File: config.mk
export PLATFORM = sky130hd
export DESIGN_NAME = fp32_div_seq
export DESIGN_NICKNAME = d
export VERILOG_FILES = /design/src/rtl/fp32_div_seq.sv
export SDC_FILE = /design/constraint.sdc
export NUM_CORES = 1
export LEC_CHECK = 0
export BUFFER_PORTS_ARGS = -buffer_cell sky130_fd_sc_hd__buf_4
export CELL_PAD_IN_SITES_DETAIL_PLACEMENT = 0
export CELL_PAD_IN_SITES_GLOBAL_PLACEMENT = 1
export CORE_AREA = 2 2 203 105
export DETAILED_ROUTE_END_ITERATION = 10
export DIE_AREA = 0 0 205 107
export PLACE_DENSITY_LB_ADDON = 0.1
export SETUP_SLACK_MARGIN = 0.4
export SYNTH_ARGS = -nofsm -noshare
export SYNTH_HDL_FRONTEND = slang
export SYNTH_SLANG_ARGS = --single-unit
File: constraint.sdc
create_clock -name clk -period 4.3 [get_ports clk]
set_input_delay 0.43 -clock clk [delete_from_list [all_inputs] [get_ports clk]]
set_output_delay 0.43 -clock clk [all_outputs]
set_load 0.005 [all_outputs]
File: src/rtl/fp32_div_seq.sv
// Iterative FP32 divider (result = data1 / data2), restoring division, denormals flushed; FPU_DIV_RNE_EN selects RNE rounding, else truncation.
// Latency: specials visible 1 cycle after accept, normal operands 26/BITS_PER_CYCLE+1 cycles.
// Backpressure: one op in flight; in_ready only in IDLE; result and flags held in DONE until out_ready.
module fp32_div_seq #(
    parameter int          BITS_PER_CYCLE = 1,
    parameter logic [31:0] QNAN           = 32'h7FC00000
) (
    input  logic        clk,
    input  logic        rst,
    input  logic        in_valid,
    output logic        in_ready,
    input  logic [31:0] data1,
    input  logic [31:0] data2,
    output logic        out_valid,
    input  logic        out_ready,
    output logic [31:0] result,
    output logic        overflow,
    output logic        underflow,
    output logic        div_by_zero,
    output logic        invalid
);
    localparam int STEPS = 26 / BITS_PER_CYCLE;
`ifdef FPU_DIV_RNE_EN
    localparam bit RNE_EN = 1'b1;
`else
    localparam bit RNE_EN = 1'b0;
`endif

    typedef enum logic [1:0] {IDLE, DIVIDE, NORM, DONE} state_t;
    state_t state, state_nxt;

    logic              sign;
    logic signed [9:0] exp_t;
    logic [23:0]       mant_b;
    logic [24:0]       rem;
    logic [25:0]       quo;
    logic [4:0]        cnt;

    logic [7:0] e1, e2;
    logic       z1, z2, i1, i2, n1, n2;
    assign e1 = data1[30:23];
    assign e2 = data2[30:23];
    assign z1 = (e1 == 8'h00);
    assign z2 = (e2 == 8'h00);
    assign i1 = (e1 == 8'hFF) && (data1[22:0] == 23'h0);
    assign i2 = (e2 == 8'hFF) && (data2[22:0] == 23'h0);
    assign n1 = (e1 == 8'hFF) && (data1[22:0] != 23'h0);
    assign n2 = (e2 == 8'hFF) && (data2[22:0] != 23'h0);

    logic        sp_hit, sp_inv, sp_dbz, sp_sign;
    logic [31:0] sp_res;
    always_comb begin
        sp_sign = data1[31] ^ data2[31];
        sp_hit  = 1'b1;
        sp_inv  = 1'b0;
        sp_dbz  = 1'b0;
        sp_res  = '0;
        if (n1 || n2) begin
            sp_res = QNAN;
            sp_inv = 1'b1;
        end else if ((z1 && z2) || (i1 && i2)) begin
            sp_res = QNAN;
            sp_inv = 1'b1;
        end else if (i1) begin
            sp_res = {sp_sign, 8'hFF, 23'h0};
        end else if (i2) begin
            sp_res = {sp_sign, 31'h0};
        end else if (z2) begin
            sp_res = {sp_sign, 8'hFF, 23'h0};
            sp_dbz = 1'b1;
        end else if (z1) begin
            sp_res = {sp_sign, 31'h0};
        end else begin
            sp_hit = 1'b0;
        end
    end

    // The accept cycle already retires the first quotient bit(s) from the raw inputs.
    logic [24:0] it_rem;
    logic [25:0] it_quo;
    logic [23:0] it_div;
    logic [23:0] it_diff;
    always_comb begin
        if (state == IDLE) begin
            it_rem = {2'b01, data1[22:0]};
            it_div = {1'b1, data2[22:0]};
            it_quo = '0;
        end else begin
            it_rem = rem;
            it_div = mant_b;
            it_quo = quo;
        end
        it_diff = '0;
        for (int i = 0; i < BITS_PER_CYCLE; i++) begin
            it_diff = it_rem[23:0] - it_div;
            if (it_rem >= {1'b0, it_div}) begin
                it_quo = {it_quo[24:0], 1'b1};
                it_rem = {it_diff, 1'b0};
            end else begin
                it_quo = {it_quo[24:0], 1'b0};
                it_rem = {it_rem[23:0], 1'b0};
            end
        end
    end

    logic [22:0]       frac_n;
    logic [23:0]       frac_r;
    logic signed [9:0] exp_n, exp_r;
    logic              guard, sticky, round_up, norm_ovf, norm_udf;
    logic [31:0]       norm_res;
    always_comb begin
        if (quo[25]) begin
            frac_n = quo[24:2];
            guard  = quo[1];
            sticky = quo[0] | (rem != '0);
            exp_n  = exp_t;
        end else begin
            frac_n = quo[23:1];
            guard  = quo[0];
            sticky = (rem != '0);
            exp_n  = exp_t - 10'sd1;
        end
        round_up = RNE_EN & guard & (sticky | frac_n[0]);
        frac_r   = {1'b0, frac_n} + {23'h0, round_up};
        exp_r    = frac_r[23] ? exp_n + 10'sd1 : exp_n;
        norm_res = '0;
        norm_ovf = 1'b0;
        norm_udf = 1'b0;
        if (exp_r >= 10'sd255) begin
            norm_res = {sign, 8'hFF, 23'h0};
            norm_ovf = 1'b1;
        end else if (exp_r <= 10'sd0) begin
            norm_res = {sign, 31'h0};
            norm_udf = 1'b1;
        end else begin
            norm_res = {sign, exp_r[7:0], frac_r[22:0]};
        end
    end

    always_comb begin
        state_nxt = state;
        in_ready  = 1'b0;
        out_valid = 1'b0;
        case (state)
            IDLE: begin
                in_ready = 1'b1;
                if (in_valid) state_nxt = sp_hit ? DONE : DIVIDE;
            end
            DIVIDE:  if (cnt == 5'd1) state_nxt = NORM;
            NORM:    state_nxt = DONE;
            DONE: begin
                out_valid = 1'b1;
                if (out_ready) state_nxt = IDLE;
            end
            default: state_nxt = IDLE;
        endcase
    end

    always_ff @(posedge clk) begin
        if (rst) begin
            state       <= IDLE;
            sign        <= 1'b0;
            exp_t       <= '0;
            mant_b      <= '0;
            rem         <= '0;
            quo         <= '0;
            cnt         <= '0;
            result      <= '0;
            overflow    <= 1'b0;
            underflow   <= 1'b0;
            div_by_zero <= 1'b0;
            invalid     <= 1'b0;
        end else begin
            state <= state_nxt;
            case (state)
                IDLE: if (in_valid) begin
                    sign   <= sp_sign;
                    exp_t  <= $signed({2'b00, e1}) - $signed({2'b00, e2}) + 10'sd127;
                    mant_b <= {1'b1, data2[22:0]};
                    rem    <= it_rem;
                    quo    <= it_quo;
                    cnt    <= 5'(STEPS - 1);
                    if (sp_hit) begin
                        result      <= sp_res;
                        invalid     <= sp_inv;
                        div_by_zero <= sp_dbz;
                    end
                end
                DIVIDE: begin
                    rem <= it_rem;
                    quo <= it_quo;
                    cnt <= cnt - 5'd1;
                end
                NORM: begin
                    result    <= norm_res;
                    overflow  <= norm_ovf;
                    underflow <= norm_udf;
                end
                DONE: if (out_ready) begin
                    overflow    <= 1'b0;
                    underflow   <= 1'b0;
                    div_by_zero <= 1'b0;
                    invalid     <= 1'b0;
                end
                default: ;
            endcase
        end
    end
endmodule

==> flow_summary.ini <==
[outcome]
outcome = finished, final reports clean

[sta]
slew_headroom_pct = 34.0
fin_tns_setup_ns = 0
max_slew_violation_count = 0
timing_worst_slew_pin_value_ns = 0.978
fin_skew_ns = 0.00995
unrepaired_setup_endpoints_after_global_routing = true
timing.final.setup_violations = 0
period_share_pct = 87.4
period_minus_ws_final_ns = 3.76
achievable_frequency_mhz = 266
finalHoldWorstSlack_ns = 0.262
hold_violations = 0

[clock_tree]
insertion_delay_ns = 0.43
clock-root-buffer = clkbuf_16
cts_htree_levels = 4
ctsHoldBuffers = 0
tritoncts = built
cts_num_sinks = 128
path_clk_slew_ns = 0.07
clockBufferDepth = 2
tritoncts.num_buffers = 17

[setup_path]
worst-endpoint-arrival_ns = 4.09
timing.critical_path.to_type = register
critical_path_class = reg -> reg
timing.critical_path.required_ns = 4.64
worst-path-max-fanout = 12
setup_crit_start_kind = register
reg2reg_slack_ns = 0.54

[cells_and_area]
fill_cells = 2009
final_core_util_pct = 48.8
multi_input_area_um2 = 5130
drive_gt1_share_pct = 22.3
fin_cells = 1349
areaGrowthSynthToFinish_pct = 23.1
final_net_count = 1173
area.sequential_um2 = 2560

[routing]
drtPass1Iterations = 5
route.final.wire_length_um = 27400
antenna_violating_nets_post_route = 0
via_total_after_detailed_routing = 7655
drt_drc_violations_left = 0
wire_per_inst_um = 20.3
post_drt_via_cell_ratio = 5.67
first_iter_violations = 940

[yosys]
ys_async_sr_fraction_pct = 0
post_synth_inst_count = 967
synth_top_flop_cell = dfxtp_1
yosys_warnings = 0
avgSynthCellArea_um2 = 8.27
proportion_of_synthesized_chip_area_in_sequential_cells_pct = 32.1
post_synth_num_cell_types = 73
synth_cell_area_um2 = 8000
synth_seq_cells = 128
synthesis.nets = 1077
synth_enable_flop_cells = 0

[place]
port_buffers = 105
globalplace.congestion = 0.983
place_hpwl_um = 21100
post-place-cells = 1309

[floorplan]
height_of_the_die_um = 107
io-pin-count = 106
die-area_um2 = 21900
row_count = 37
die_width_um = 205
floorplan.initialDensity_pct = 39.6
core_region_area_um2 = 20200

[worst_hold_path]
worstHoldPathType = in -> reg

[global_routing]
grt_util_all_layers_pct = 25.6
grt.met1_usage_pct = 43.8
wire_length_of_the_first_global_routing_pass_um = 41900
grt_pass1_vias = 6870
use_met2_pct = 26.7
gr-total-overflow = 0
antenna_found_initial = 0
grt_use_met3_pct = 10.0
grt_max_degree = 66
grt_busiest_layer = met1

[power]
power.total_mw = 8.78
ir_worst_vdd_mv = 0.382
p_per_area_nw_per_um2 = 891
static-leakage-power_nw = 3.93

[run]
drv_cap = 0
==> worst max-delay path, stage by stage, from the launching register on <==
cell	delay [ns]
dfxtp_1	0.39
inv_1	0.11
ha_4	0.22
buf_4	0.20
nand2_1	0.20
ha_1	0.21
inv_1	0.05
fa_1	0.42
a211oi_1	0.23
o21a_1	0.23
a21oi_1	0.11
or3_1	0.42
a21oi_1	0.19
xnor2_1	0.21
o21ai_0	0.17
a311oi_1	0.31
==> state kept, by name, indices dropped and copies added (netlist names) <==
register and count:
result 32, invalid 1, overflow 1, underflow 1, state 2, div_by_zero 1, quo 26, cnt 5
rem 24, mant_b 24, exp_t 10, sign 1
==> layer usage <==
| metal | vias to the layer above | routed length [µm] |
|---|---|---|
| li1 | 3737 | - |
| met1 | 3584 | 15600 |
| met2 | 324 | 8480 |
| met3 | 10 | 3220 |
| met4 | 0 | 156 |
| met5 | - | 0 |
==> final timing paths <==
| check | from | to | depth (start not counted) |
|---|---|---|---|
| max | state[0] | rem[15] | 15 |
| min | data2[12] | mant_b[12] | 3 |
| max reg2reg | state[0] | rem[15] | 15 |
| min reg2reg | mant_b[13] | mant_b[13] | 2 |
==> synth_stat cells, drive strengths merged (8+ instances only) <==
cell,number,share of area [%]
o211ai,8,0.75
nor2,104,4.9
a22oi,29,2.7
or3,12,1.0
a211oi,21,2.0
clkbuf,46,2.2
o21ai,65,5.0
o21a,9,0.85
a311oi,18,2.0
a21o,8,0.75
nand3,23,1.6
xor2,13,1.5
dfxtp,128,32
nor4,22,1.7
mux2,25,3.5
nand2,110,5.2
mux2i,51,6.4
xnor2,24,2.6
nor3,15,1.1
a21oi,57,3.6
inv,29,1.4
nand4,8,0.63
ha,40,6.3
buf,12,1.1
==> power by group <==
group | leakage (nW) | switching (mW) | internal (mW)
Combinational | 2.56 | 3.43 | 2.15
Sequential | 1.04 | 0.169 | 1.39
Clock | 0.321 | 0.595 | 1.04
Total | 3.93 | 4.19 | 4.58
==> cell families after synthesis <==
family | Yosys count | synth area share [%]
muxes | 76 | 9.91
adders and majority gates | 42 | 6.76
DFF | 128 | 32.1
xor gates and xnor gates | 37 | 4.15
buffers and inverters | 87 | 4.66
and+or+nand+nor | 333 | 19.6
AOI/OAI and AO/OA | 264 | 22.9
==> area by class of cell <==
type                       count  area share, %
antenna                        1         0.0254
clock buffer                  18           4.46
clock inverter                13           2.12
inverter                      29           1.11
multi-input combinational    752           52.1
sequential                   128           26.0
tap                          273           3.47
timing repair buffer         135           10.7
==> stage by stage <==
stage	setup WS (ns)	instance area, µm²
2_1_floorplan	0.408	8010
3_3_place_gp	0.308	9060
3_5_place_dp	0.175	9060
4_1_cts	0.450	9720
5_1_grt	0.388	9840
6_report	0.541	9850
==> cell usage in the layout (no fill, tap or decap), types with 9 or more instances in the layout <==
cell	netlist	final
buf_4	0	132
dfxtp_1	128	128
nand2_1	110	110
nor2_1	104	102
a21oi_1	57	56
mux2i_1	51	51
o21ai_0	43	41
ha_1	40	34
inv_1	29	29
a22oi_1	29	29
mux2_2	25	25
xnor2_1	24	24
nor4_1	22	22
nand3_1	22	22
a211oi_1	21	21
o21ai_2	20	20
a311oi_1	18	18
clkbuf_16	0	18
nor3_1	13	13
xor2_1	12	12
or3_1	11	11
o21a_1	9	9
==> timing repair <==
action | 4_1_cts | 5_1_grt
pin swaps | 1 | 5
buffers inserted | 1 | 6
hold endpoints to repair | 0 | 0
gates resized for setup | 1 | 11
endpoints found under the setup margin | 25 | 25
gates cloned | 0 | 1
No activity file was read; power rests on OpenSTA's default activity.
